[src/rtl/comm_pkg.sv]
// Shared definitions for the 3-byte serial command link (master FSM states,
// response codes, field widths).
package comm_pkg;

  localparam int unsigned CMD_W  = 24;
  localparam int unsigned BYTE_W = 8;

  localparam logic [BYTE_W-1:0] POS_ACK = 8'hA5;
  localparam logic [BYTE_W-1:0] NEG_ACK = 8'hEE;

  typedef enum logic [2:0] {
    IDLE,
    TX_HI,
    TX_MID,
    TX_LO,
    WAIT_RESP
  } state_t;

endpackage

[src/rtl/comm_master_if.sv]
// Host-side command/response bundle of comm_master.
interface comm_master_if;
  import comm_pkg::*;

  logic                snd_cmd;
  logic [CMD_W-1:0]    cmd;
  logic                clr_resp_rdy;
  logic                busy;
  logic                cmd_cmplt;
  logic                resp_rdy;
  logic [BYTE_W-1:0]   resp;
  logic                timeout;

  modport master (
    input  snd_cmd, cmd, clr_resp_rdy,
    output busy, cmd_cmplt, resp_rdy, resp, timeout
  );

  modport slave (
    output snd_cmd, cmd, clr_resp_rdy,
    input  busy, cmd_cmplt, resp_rdy, resp, timeout
  );

endinterface

[src/rtl/UART.sv]
// 8N1 UART transceiver; BAUD_DIV clocks per bit. tx_done clears on trmt,
// rdy clears on clr_rdy.
module UART
  import comm_pkg::*;
#(
  parameter int unsigned BAUD_DIV = 434
) (
  input  logic              clk,
  input  logic              rst_n,
  input  logic              RX,
  output logic              TX,
  input  logic              trmt,
  input  logic [BYTE_W-1:0] tx_data,
  output logic              tx_done,
  output logic              rdy,
  output logic [BYTE_W-1:0] rx_data,
  input  logic              clr_rdy
);

  localparam int unsigned      CNT_W    = 16;
  localparam logic [CNT_W-1:0] BIT_LAST = CNT_W'(BAUD_DIV - 1);
  localparam logic [CNT_W-1:0] BIT_HALF = CNT_W'(BAUD_DIV / 2 - 1);

  logic [9:0]        tx_shift_q;
  logic [CNT_W-1:0]  tx_cnt_q;
  logic [3:0]        tx_bit_q;
  logic              tx_busy_q;
  logic              tx_done_q;

  logic              rx_s1_q, rx_s2_q;
  logic [CNT_W-1:0]  rx_cnt_q;
  logic [3:0]        rx_bit_q;
  logic              rx_busy_q;
  logic [BYTE_W-1:0] rx_shift_q;
  logic [BYTE_W-1:0] rx_data_q;
  logic              rdy_q;

  // Transmitter: {stop, data, start} shifted out LSB first
  always_ff @(posedge clk or negedge rst_n) begin
    if (!rst_n) begin
      tx_shift_q <= '1;
      tx_cnt_q   <= '0;
      tx_bit_q   <= '0;
      tx_busy_q  <= 1'b0;
      tx_done_q  <= 1'b0;
    end else if (trmt) begin
      tx_shift_q <= {1'b1, tx_data, 1'b0};
      tx_cnt_q   <= '0;
      tx_bit_q   <= '0;
      tx_busy_q  <= 1'b1;
      tx_done_q  <= 1'b0;
    end else if (tx_busy_q) begin
      if (tx_cnt_q == BIT_LAST) begin
        tx_cnt_q   <= '0;
        tx_shift_q <= {1'b1, tx_shift_q[9:1]};
        if (tx_bit_q == 4'd9) begin
          tx_busy_q <= 1'b0;
          tx_done_q <= 1'b1;
        end else begin
          tx_bit_q <= tx_bit_q + 4'd1;
        end
      end else begin
        tx_cnt_q <= tx_cnt_q + CNT_W'(1);
      end
    end
  end

  // Receiver: synchronise, sample mid-bit, reject false starts and bad stops
  always_ff @(posedge clk or negedge rst_n) begin
    if (!rst_n) begin
      rx_s1_q    <= 1'b1;
      rx_s2_q    <= 1'b1;
      rx_cnt_q   <= '0;
      rx_bit_q   <= '0;
      rx_busy_q  <= 1'b0;
      rx_shift_q <= '0;
      rx_data_q  <= '0;
      rdy_q      <= 1'b0;
    end else begin
      rx_s1_q <= RX;
      rx_s2_q <= rx_s1_q;
      if (clr_rdy) rdy_q <= 1'b0;
      if (!rx_busy_q) begin
        if (!rx_s2_q) begin
          rx_busy_q <= 1'b1;
          rx_cnt_q  <= BIT_HALF;
          rx_bit_q  <= '0;
        end
      end else if (rx_cnt_q != '0) begin
        rx_cnt_q <= rx_cnt_q - CNT_W'(1);
      end else begin
        rx_cnt_q <= BIT_LAST;
        if (rx_bit_q == 4'd0) begin
          if (rx_s2_q) rx_busy_q <= 1'b0;
          else         rx_bit_q  <= 4'd1;
        end else if (rx_bit_q == 4'd9) begin
          rx_busy_q <= 1'b0;
          if (rx_s2_q) begin
            rx_data_q <= rx_shift_q;
            rdy_q     <= 1'b1;
          end
        end else begin
          rx_shift_q <= {rx_s2_q, rx_shift_q[BYTE_W-1:1]};
          rx_bit_q   <= rx_bit_q + 4'd1;
        end
      end
    end
  end

  assign TX      = tx_shift_q[0];
  assign tx_done = tx_done_q;
  assign rdy     = rdy_q;
  assign rx_data = rx_data_q;

endmodule

[src/rtl/comm_master.sv]
// Command-issuing end of the 3-byte serial link: sends cmd MSB-byte first,
// then waits for a one-byte response. COMM_MASTER_TIMEOUT_EN adds a response timeout.
module comm_master
  import comm_pkg::*;
#(
  parameter int unsigned      BAUD_DIV     = 434,
  parameter logic [CMD_W-1:0] RESP_TIMEOUT = 24'd1_000_000
) (
  input  logic          clk,
  input  logic          rst_n,
  input  logic          RX,
  output logic          TX,
  comm_master_if.master bus
);

  state_t            state_q, state_d;
  logic [CMD_W-1:0]  cmd_shdw_q, cmd_shdw_d;
  logic [BYTE_W-1:0] resp_q, resp_d;
  logic              resp_rdy_q, resp_rdy_d;
  logic              timeout_q, timeout_d;
  logic              cmd_cmplt_q, cmd_cmplt_d;
  logic              busy_q;

  logic              trmt_c;
  logic [BYTE_W-1:0] tx_data_c;
  logic              clr_rdy_c;
  logic              expired_c;
  logic              tx_done;
  logic              rdy;
  logic [BYTE_W-1:0] rx_data;

  UART #(.BAUD_DIV(BAUD_DIV)) u_uart (
    .clk     (clk),
    .rst_n   (rst_n),
    .RX      (RX),
    .TX      (TX),
    .trmt    (trmt_c),
    .tx_data (tx_data_c),
    .tx_done (tx_done),
    .rdy     (rdy),
    .rx_data (rx_data),
    .clr_rdy (clr_rdy_c)
  );

`ifdef COMM_MASTER_TIMEOUT_EN
  logic [CMD_W-1:0] tmo_cnt_q;

  // Counts cycles spent in WAIT_RESP; zero everywhere else
  always_ff @(posedge clk or negedge rst_n) begin
    if (!rst_n)                     tmo_cnt_q <= '0;
    else if (state_q == WAIT_RESP)  tmo_cnt_q <= tmo_cnt_q + CMD_W'(1);
    else                            tmo_cnt_q <= '0;
  end

  assign expired_c = (tmo_cnt_q == RESP_TIMEOUT - CMD_W'(1));
`else
  logic unused_tmo_cfg;
  assign unused_tmo_cfg = ^RESP_TIMEOUT;
  assign expired_c      = 1'b0;
`endif

  logic unused_shdw_hi;
  assign unused_shdw_hi = ^cmd_shdw_q[CMD_W-1:CMD_W-BYTE_W];

  always_ff @(posedge clk or negedge rst_n) begin
    if (!rst_n) begin
      state_q     <= IDLE;
      cmd_shdw_q  <= '0;
      resp_q      <= '0;
      resp_rdy_q  <= 1'b0;
      timeout_q   <= 1'b0;
      cmd_cmplt_q <= 1'b0;
      busy_q      <= 1'b0;
    end else begin
      state_q     <= state_d;
      cmd_shdw_q  <= cmd_shdw_d;
      resp_q      <= resp_d;
      resp_rdy_q  <= resp_rdy_d;
      timeout_q   <= timeout_d;
      cmd_cmplt_q <= cmd_cmplt_d;
      busy_q      <= (state_d != IDLE);
    end
  end

  // Next state plus Mealy trmt/clr_rdy; any received byte is acknowledged at once
  always_comb begin
    state_d     = state_q;
    cmd_shdw_d  = cmd_shdw_q;
    resp_d      = resp_q;
    resp_rdy_d  = resp_rdy_q & ~bus.clr_resp_rdy;
    timeout_d   = timeout_q;
    cmd_cmplt_d = 1'b0;
    trmt_c      = 1'b0;
    tx_data_c   = cmd_shdw_q[15:8];
    clr_rdy_c   = rdy;
    case (state_q)
      IDLE: begin
        if (bus.snd_cmd) begin
          cmd_shdw_d = bus.cmd;
          trmt_c     = 1'b1;
          tx_data_c  = bus.cmd[23:16];
          resp_rdy_d = 1'b0;
          timeout_d  = 1'b0;
          state_d    = TX_HI;
        end
      end
      TX_HI: begin
        if (tx_done) begin
          trmt_c    = 1'b1;
          tx_data_c = cmd_shdw_q[15:8];
          state_d   = TX_MID;
        end
      end
      TX_MID: begin
        tx_data_c = cmd_shdw_q[7:0];
        if (tx_done) begin
          trmt_c  = 1'b1;
          state_d = TX_LO;
        end
      end
      TX_LO: begin
        if (tx_done) begin
          cmd_cmplt_d = 1'b1;
          state_d     = WAIT_RESP;
        end
      end
      WAIT_RESP: begin
        if (rdy) begin
          resp_d     = rx_data;
          resp_rdy_d = 1'b1;
          state_d    = IDLE;
        end else if (expired_c) begin
          timeout_d = 1'b1;
          state_d   = IDLE;
        end
      end
      default: state_d = IDLE;
    endcase
  end

  assign bus.busy      = busy_q;
  assign bus.cmd_cmplt = cmd_cmplt_q;
  assign bus.resp_rdy  = resp_rdy_q;
  assign bus.resp      = resp_q;
  assign bus.timeout   = timeout_q;

endmodule

[src/flat_wrapper.sv]
// flat-port wrapper written by rule: the top's interface ports become plain ports
module comm_master_flat import comm_pkg::*;
#(
  parameter int unsigned      BAUD_DIV     = 434,
  parameter logic [CMD_W-1:0] RESP_TIMEOUT = 24'd1_000_000
)
  (clk, rst_n, RX, TX, bus_snd_cmd, bus_cmd, bus_clr_resp_rdy, bus_busy, bus_cmd_cmplt, bus_resp_rdy, bus_resp, bus_timeout);
  comm_master_if bus_i ();
  input  logic clk;
  input  logic rst_n;
  input  logic RX;
  output logic TX;
  input wire logic [$bits(bus_i.snd_cmd)-1:0] bus_snd_cmd;
  input wire logic [$bits(bus_i.cmd)-1:0] bus_cmd;
  input wire logic [$bits(bus_i.clr_resp_rdy)-1:0] bus_clr_resp_rdy;
  output wire logic [$bits(bus_i.busy)-1:0] bus_busy;
  output wire logic [$bits(bus_i.cmd_cmplt)-1:0] bus_cmd_cmplt;
  output wire logic [$bits(bus_i.resp_rdy)-1:0] bus_resp_rdy;
  output wire logic [$bits(bus_i.resp)-1:0] bus_resp;
  output wire logic [$bits(bus_i.timeout)-1:0] bus_timeout;
  assign bus_i.snd_cmd = bus_snd_cmd;
  assign bus_i.cmd = bus_cmd;
  assign bus_i.clr_resp_rdy = bus_clr_resp_rdy;
  assign bus_busy = bus_i.busy;
  assign bus_cmd_cmplt = bus_i.cmd_cmplt;
  assign bus_resp_rdy = bus_i.resp_rdy;
  assign bus_resp = bus_i.resp;
  assign bus_timeout = bus_i.timeout;
  comm_master #(.BAUD_DIV(BAUD_DIV), .RESP_TIMEOUT(RESP_TIMEOUT)) u_core (.clk(clk), .rst_n(rst_n), .RX(RX), .TX(TX), .bus(bus_i));
endmodule
[config.mk]
export PLATFORM = sky130hd
export DESIGN_NAME = comm_master_flat
export DESIGN_NICKNAME = d
export VERILOG_FILES = /design/src/rtl/comm_pkg.sv /design/src/rtl/comm_master_if.sv /design/src/rtl/UART.sv /design/src/rtl/comm_master.sv /design/src/flat_wrapper.sv
export SDC_FILE = /design/constraint.sdc
export NUM_CORES = 1
export LEC_CHECK = 0
export BUFFER_PORTS_ARGS = -buffer_cell sky130_fd_sc_hd__clkbuf_2
export CAP_MARGIN = 20
export CORE_AREA = 2 2 84 146
export DETAILED_ROUTE_END_ITERATION = 12
export DIE_AREA = 0 0 86 148
export HOLD_SLACK_MARGIN = 0.08
export PLACE_DENSITY_LB_ADDON = 0.05
export RECOVER_POWER = 25
export SYNTH_ARGS = -nofsm -noshare
export SYNTH_HDL_FRONTEND = slang
export SYNTH_SLANG_ARGS = --single-unit
export TNS_END_PERCENT = 50
[constraint.sdc]
create_clock -name clk -period 3.2 [get_ports clk]
set_input_delay 0.32 -clock clk [delete_from_list [all_inputs] [get_ports clk]]
set_output_delay 0.32 -clock clk [all_outputs]
set_load 0.01 [all_outputs]
## After elaboration in Yosys (flattened, before gate mapping)

Index checks and enable logic that the tools add are counted.

| storage, ports and cells | value |
|---|---|
| register bits | 102 |
| output and inout bits | 13 |
| logic and storage cells | 108 |

| operators by class | value |
|---|---|
| equal/unequal tests | 12 |
| reductions and logical operators | 16 |
| bitwise operators | 5 |
| add/sub/neg operators | 4 |
| multiplexer cells | 52 |

Operator list:

| cell | count |
|---|---|
| $mux W16 | 6 |
| $mux W4 | 10 |
| $mux W10 | 3 |
| $mux W1 | 23 |
| $add A16 B1 Y16 const B | 1 |
| $eq A16 B9 Y1 const B | 1 |
| $pmux W8 S2 | 1 |
| $reduce_bool A16 Y1 | 1 |
| $sub A16 B1 Y16 const B | 1 |
| $mux W3 | 5 |
| $pmux W3 S5 | 1 |
| $add A4 B1 Y4 const B | 2 |
| $eq A4 B4 Y1 const B | 2 |
| $mux W8 | 1 |
| $reduce_and A4 Y1 | 2 |
| $eq A3 B2 Y1 const B | 2 |
| $ne A3 B3 Y1 const B | 2 |
| $reduce_and A2 Y1 | 3 |
| $reduce_and A3 Y1 | 2 |
| $reduce_bool A2 Y1 | 3 |
| $reduce_and A5 Y1 | 1 |
| $logic_not A4 Y1 | 1 |
| $ne A2 B1 Y1 const B | 2 |
| $not A1 Y1 | 4 |
| other kinds (8) | 9 |

## Depth between registers and ports, before layout

Gate-level depths: netlist of run 1.

| logic depth | value |
|---|---|
| word-level depth | 5 |
| gate-level depth with buffers | 9 |

## Hierarchy

A second synthesis of run 1 with hierarchy kept.

| second synthesis, totals | value |
|---|---|
| cell total of the unflattened synthesis | 450 |
| area total of the unflattened synthesis | 5037.3 sq um |

Modules (own cells, without submodules):

| module | cells each | seq. area each (sq um) | times used | area an instance (sq um) |
|---|---|---|---|---|
| UART | 345 | 1790.5 | 1 | 3643.5 |
| comm_master | 105 | 750.7 | 1 | 1393.8 |

## Least setup slack after synthesis of run 1

OpenSTA, ideal clock, no wires.

| timing path | value |
|---|---|
| kind | reg-to-reg |
| start | register u_core.u_uart.rx_cnt_q[0] |
| end | register u_core.u_uart.rx_data_q[0], in the netlist u_core.u_uart.rx_data[0] |
| setup time | 125 ps |
| arrival time | 1979 ps |
| stages on the path, launching flop included | 9 |
| setup slack | 1096 ps |
| required time | 3075 ps |
| period minus slack after synthesis | 2104 ps |
| path through | dfrtp_1 > inv_1 > ha_1 > nor3b_2 > nand3_1 > nor2_2 > and3_1 > buf_4 > mux2_2 |

| between the ends | value |
|---|---|
| longest elaborated chain between the ends | 3 |

Ends and longest elaborated chain:

| what | line | text |
|---|---|---|
| start: declaration | UART.sv:31 | `logic [CNT_W-1:0] rx_cnt_q;` |
| start signal: assignment | UART.sv:90 | `rx_cnt_q <= rx_cnt_q - CNT_W'(1);` |
| $reduce_bool A16 Y1 | UART.sv:89 | `end else if (rx_cnt_q != '0) begin` |
| $not A1 Y1 (no line) | -- |  |
| $reduce_and A5 Y1 (no line) | -- |  |
| end signal: assignment | UART.sv:99 | `rx_data_q <= rx_shift_q;` |
| end: declaration | UART.sv:35 | `logic [BYTE_W-1:0] rx_data_q;` |

No other way between the ends.
A chain may end at the register's enable or synchronous reset.

## Worst setup path in the final report of run 1

| timing path | value |
|---|---|
| start | register u_core.u_uart.rx_cnt_q[0] |
| end | register u_core.u_uart.rx_data_q[3], in the netlist u_core.u_uart.rx_data[3] |

Same word-level chain as after synthesis.

==> flow_summary.json, run 1 <==
{
  "cts_tree": "yes",
  "relSlewSlack": 0.253,
  "die-width_um": 86,
  "die_y_um": 148,
  "overflow": 0,
  "ys.flop_type": "dfrtp_1",
  "routed_wl_um": 10900,
  "grt_max_degree": 47,
  "clock_path_buffers": 2,
  "start_kind": "flop",
  "grt_pass1_wl_um": 18400,
  "path_max_fanout": 9,
  "yosys-top-cells-area": "dfrtp_1 (45%), mux2_2 (9.1%), dfstp_2 (5.8%), o21ai_0 (3.6%), a21oi_1 (3.3%)",
  "period_share": 0.758,
  "drt_iter0_markers": 145,
  "rows": 52,
  "hp-class": "input port to flop",
  "ios": 42,
  "drtPass1Iterations": 4,
  "insertion_delay_ps": 340,
  "finalCoreUtilization": 0.491,
  "synth_async_sr_flop_share": 1.00,
  "nNetsFinal": 551,
  "path_cells": "inv_1 -> ha_1 -> nor3b_2 -> nand3_1 -> nor2_2 -> and3_1 -> mux2_2",
  "cts_buffers": 9,
  "yosysTopAreaCell": "dfrtp_1",
  "cts_sinks": 101,
  "setup_violations": 0,
  "seq_area_frac_synth": 0.511,
  "layout.cells.non_filler": 654,
  "rsz0062_at_grt": "no",
  "cp.arrival_ps": 2660,
  "setup_tns_ps": 0,
  "cpLargestDelayFamily": "simple AND/OR/NAND/NOR gates",
  "yosysWarnings": 0,
  "postCtsResizedCells": 0,
  "place.gp.congestion": 0.875,
  "avgSynthCellArea_sq_um": 10.5,
  "synthToLayoutAreaGrowth_pct": 13.6,
  "drive_above_1_share": 0.243,
  "required_ps": 3430,
  "drc": 0,
  "ant_nets": 0,
  "dp.cells": 636,
  "vias": 3731,
  "root_buffer": "clkbuf_16",
  "finalCriticalPeriod_ps": 2430,
  "cp_slowest_cell": "and3_1",
  "synth_top_area_share": 0.453,
  "max_stage_delay_ps": 440,
  "syn_nets": 511,
  "routed_via_density": 5.70,
  "hold_viol": 0,
  "postCtsSetupBuffers": 0,
  "drv_slew": 0,
  "dpl_cell_area_sq_um": 5320,
  "cts_hold_buf": 2,
  "antenna_found_initial": 0,
  "p_per_area_nw_per_um2": 582,
  "htreeDepth": 3,
  "path_class": "flop to flop",
  "track_usage": 0.183,
  "yosysUniqueCellTypes": 59,
  "worstMarginPinSlew_ps": 1120,
  "path_buf_inv": 1,
  "dieArea_sq_um": 12700,
  "num_antenna_cells": 0,
  "first_global_vias": 3797,
  "fmax_mhz": 412,
  "end_kind": "flop",
  "start_util": 0.432,
  "max-cap-violations": 0,
  "wire_per_inst_um": 16.7,
  "ys_seq_elements": 101,
  "core_sq_um": 11500,
  "clk_pin_slew_ps": 70,
  "p_leak_nw": 2.58,
  "io_buffers": 40,
  "dp_hpwl_um": 7850,
  "max-vdd-ir-drop_mv": 0.339,
  "fin_area_sq_um": 5650,
  "synth_top_cells_by_count": "dfrtp_1 (90), mux2_2 (40), o21ai_0 (36), a21oi_1 (33), nand2_1 (30)",
  "status": "finished clean",
  "syn_inst": 474,
  "yosysMostFrequentCell": "dfrtp_1",
  "synth_enable_flop_cells": 0,
  "syn_area_sq_um": 4970,
  "skew_ps": 8.60
}
## flip-flops by register name, indices dropped and copies added, names as in the netlist, 3 cells and up
name and cells:
u_core.cmd_shdw_q 16, u_core.u_uart.rx_cnt_q 16, u_core.u_uart.tx_cnt_q 16, u_core.u_uart.tx_shift_q 9
u_core.bus.resp 8, u_core.u_uart.rx_data 8, u_core.u_uart.rx_shift_q 8, u_core.u_uart.rx_bit_q 4
u_core.u_uart.tx_bit_q 4, u_core.state_q 3
## report_power, final
group | total (mW) | switching [mW] | internal (mW) | leakage, nW
clock network | 1.14 | 0.498 | 0.642 | 0.156
registers | 1.63 | 0.146 | 1.48 | 1.31
logic | 0.516 | 0.262 | 0.254 | 1.12
total | 3.29 | 0.906 | 2.38 | 2.58
## logic make-up after synthesis
family          share of synthesized area
buf+inv                            0.0335
simple gates                        0.171
other cells                      0.000754
xor+xnor                           0.0123
fa+ha+maj                          0.0201
mux                                 0.107
flops                               0.511
compound gates                      0.145
## final timing paths
check / start / endpoint / slack [ps] / cells past startpoint
worst max-delay path: u_core.u_uart.rx_cnt_q[0] / u_core.u_uart.rx_data[3] / 770 / 7
worst min-delay path: bus_cmd[11] / u_core.cmd_shdw_q[11] / 200 / 2
worst max register to register: u_core.u_uart.rx_cnt_q[0] / u_core.u_uart.rx_data[3] / 770 / 7
worst min register to register: u_core.u_uart.rx_s1_q / u_core.u_uart.rx_s2_q / 360 / 0
max in group asynchronous: rst_n / u_core.u_uart.tx_shift_q[7] / 1430 / 3
min in group asynchronous: rst_n / u_core.u_uart.tx_cnt_q[15] / 730 / 2
## placed cells by master, fill, tap and decap left out, types with 9 or more instances in the layout
master,n
a31oi_1,15
nor2b_1,11
o21ai_0,36
nor3_1,12
dfstp_2,11
nand3_1,13
nor2_1,25
a21oi_1,33
nor4_1,9
nand2_1,30
inv_1,13
buf_4,11
clkbuf_2,35
mux2_2,40
clkbuf_16,9
dfrtp_1,90
## layout make-up
cell class	count	area [sq um]
clock buffer	10	239
clock inverter	6	76.3
fill	1079	5870
inverter	13	48.8
multi-input combinational	336	2280
sequential	101	2540
tap	135	169
timing repair buffer	53	297
## metrics by stage
stage | setup slack, ps | hold slack [ps] | power (mW)
floorplan | 1100 | 24.4 | 2.00
global placement | 842 | 347 | 2.16
detailed placement | 741 | 348 | 2.18
CTS | 741 | 194 | 3.34
global route | 604 | 199 | 3.49
finish | 774 | 204 | 3.29
## per-layer routing
layer,up-vias,GRT usage,part of all wire
met3,22,0.0290,0.025
met5,-,0,0
met1,1834,0.215,0.41
met4,0,0.0849,0.030
li1,1811,-,-
met2,64,0.322,0.54
## worst register-to-register path: cells and delay by family, from the launching register on
kind	cells	cell delay [ps]
and+or+nand+nor	4	1270
buffers and inverters	1	70
muxes	1	390
DFF	1	420
adders and majority gates	1	170
(Power assumes the default switching activity.)
==> run 2, diff against run 1 <==
==> constraint.sdc (replaced) <==
create_clock -name clk -period 2.19 [get_ports clk]
set_input_delay 0.219 -clock clk [delete_from_list [all_inputs] [get_ports clk]]
set_output_delay 0.219 -clock clk [all_outputs]
set_load 0.01 [all_outputs]
==> flow_summary.json, run 2 (synthesized netlist as in run 1, its figures left out) <==
{
  "start_kind": "flop",
  "grt_pass1_wl_um": 19100,
  "cts_buffers": 9,
  "cp.arrival_ps": 2310,
  "power_mw": 4.79,
  "die_y_um": 148,
  "track_usage": 0.189,
  "drtPass1Iterations": 4,
  "layout_common_cells": "dfrtp_1 (90), mux2_2 (40), o21ai_0 (36), a21oi_1 (33), nand2_1 (30)",
  "worstMarginPinSlew_ps": 884,
  "drv_slew": 0,
  "antenna_found_initial": 0,
  "hold_ws_ps": 103,
  "routed_via_density": 5.62,
  "place.gp.congestion": 0.858,
  "core_sq_um": 11500,
  "clock_path_buffers": 2,
  "fmax_mhz": 485,
  "max-cap-violations": 0,
  "max-vdd-ir-drop_mv": 0.347,
  "place_ws_ps": 113,
  "overflow": 0,
  "nNetsFinal": 571,
  "cts_tree": "yes",
  "drt_iter0_markers": 228,
  "dp_hpwl_um": 8300,
  "period_share": 0.942,
  "routed_wl_um": 11300,
  "dp.cells": 656,
  "top_regs": "u_core.cmd_shdw_q x16, u_core.u_uart.rx_cnt_q x16, u_core.u_uart.tx_cnt_q x16",
  "setup_ws_ps": 128,
  "die-width_um": 86,
  "status": "finished clean",
  "hold_viol": 0,
  "setup_violations": 0,
  "insertion_delay_ps": 340,
  "p_per_area_nw_per_um2": 823,
  "dieArea_sq_um": 12700,
  "cts_sinks": 101,
  "path_cells": "or4b_4 -> nor4_4 -> buf_12 -> and2_2 -> a21oi_1 -> a311oi_1",
  "io_buffers": 40,
  "clk_pin_slew_ps": 80,
  "cp_slowest_cell": "or4b_4",
  "drive_above_1_share": 0.260,
  "path_buf_inv": 1,
  "start_util": 0.432,
  "end_kind": "flop",
  "hp-class": "input port to flop",
  "skew_ps": 7.33,
  "root_buffer": "clkbuf_16",
  "ios": 42,
  "vias": 3791,
  "htreeDepth": 3,
  "setup_tns_ps": 0,
  "drc": 0,
  "cpLargestDelayFamily": "simple AND/OR/NAND/NOR gates",
  "ant_nets": 0,
  "grt_max_degree": 70,
  "finalCriticalPeriod_ps": 2060,
  "num_antenna_cells": 0,
  "relSlewSlack": 0.411,
  "p_leak_nw": 2.67,
  "dpl_cell_area_sq_um": 5510,
  "fillers": 1092,
  "layout_commonest_cell": "dfrtp_1",
  "rows": 52,
  "required_ps": 2440,
  "max_stage_delay_ps": 550,
  "wire_per_inst_um": 16.8,
  "fin_area_sq_um": 5820,
  "rsz0062_at_grt": "no",
  "path_class": "flop to flop",
  "path_max_fanout": 21,
  "layout.cells.non_filler": 674,
  "finalCoreUtilization": 0.505,
  "first_global_vias": 3783,
  "synthToLayoutAreaGrowth_pct": 17.0
}
## run 2: cell count changes in the layout (fill, tap and decap cells not counted), sizes merged
| cell | delta |
|---|---|
| inv | +1 |
| buf | +20 |
| clkbuf | -1 |
| clkinvlp | +1 |
| bufinv | -1 |
## run 2: cell type report
cell class	count	area, sq um	share of cell area
Clock buffer	9	225	0.0387
Clock inverter	7	75.1	0.0129
Timing Repair Buffer	73	477	0.0820
Tap cell	135	169	0.0290
Multi-Input combinational cell	336	2280	0.392
Sequential cell	101	2540	0.437
Inverter	13	48.8	0.00839
## run 2: routing by layer
layer | wire length, um | GRT usage | up-vias
met2 | 6180 | 0.338 | 60
met3 | 249 | 0.0352 | 17
met4 | 232 | 0.0643 | 0
met5 | 0 | 0 | -
met1 | 4650 | 0.224 | 1878
li1 | - | - | 1836
## run 2: report_power, final
part | switching [mW] | internal (mW)
Sequential | 0.196 | 2.17
Combinational | 0.414 | 0.413
Clock | 0.782 | 0.812
## run 2: worst register-to-register path: stages, from the launching register on
cell	delay [ps]
dfrtp_1	430
or4b_4	550
nor4_4	340
buf_12	200
and2_2	160
a21oi_1	60
a311oi_1	230
## run 2: repair_timing
action / 4_1_cts / 5_1_grt
setup buffers: 0 / 0
hold endpoints to repair: 24 / 0
resized for setup: 0 / 1
setup endpoints to repair: 0 / 2
hold buffers: 2 / 0
## run 2: worst paths after layout
check	slack, ps	to	startpoint	cells after the start
max in group asynchronous	770	u_core.u_uart.rx_s2_q	rst_n	3
max reg2reg	130	u_core.u_uart.tx_bit_q[1]	u_core.u_uart.tx_cnt_q[11]	6
min reg2reg	360	u_core.u_uart.rx_s2_q	u_core.u_uart.rx_s1_q	0
min in group asynchronous	530	u_core.u_uart.tx_cnt_q[11]	rst_n	2
max	130	u_core.u_uart.tx_bit_q[1]	u_core.u_uart.tx_cnt_q[11]	6
min	100	u_core.cmd_shdw_q[12]	bus_cmd[12]	2
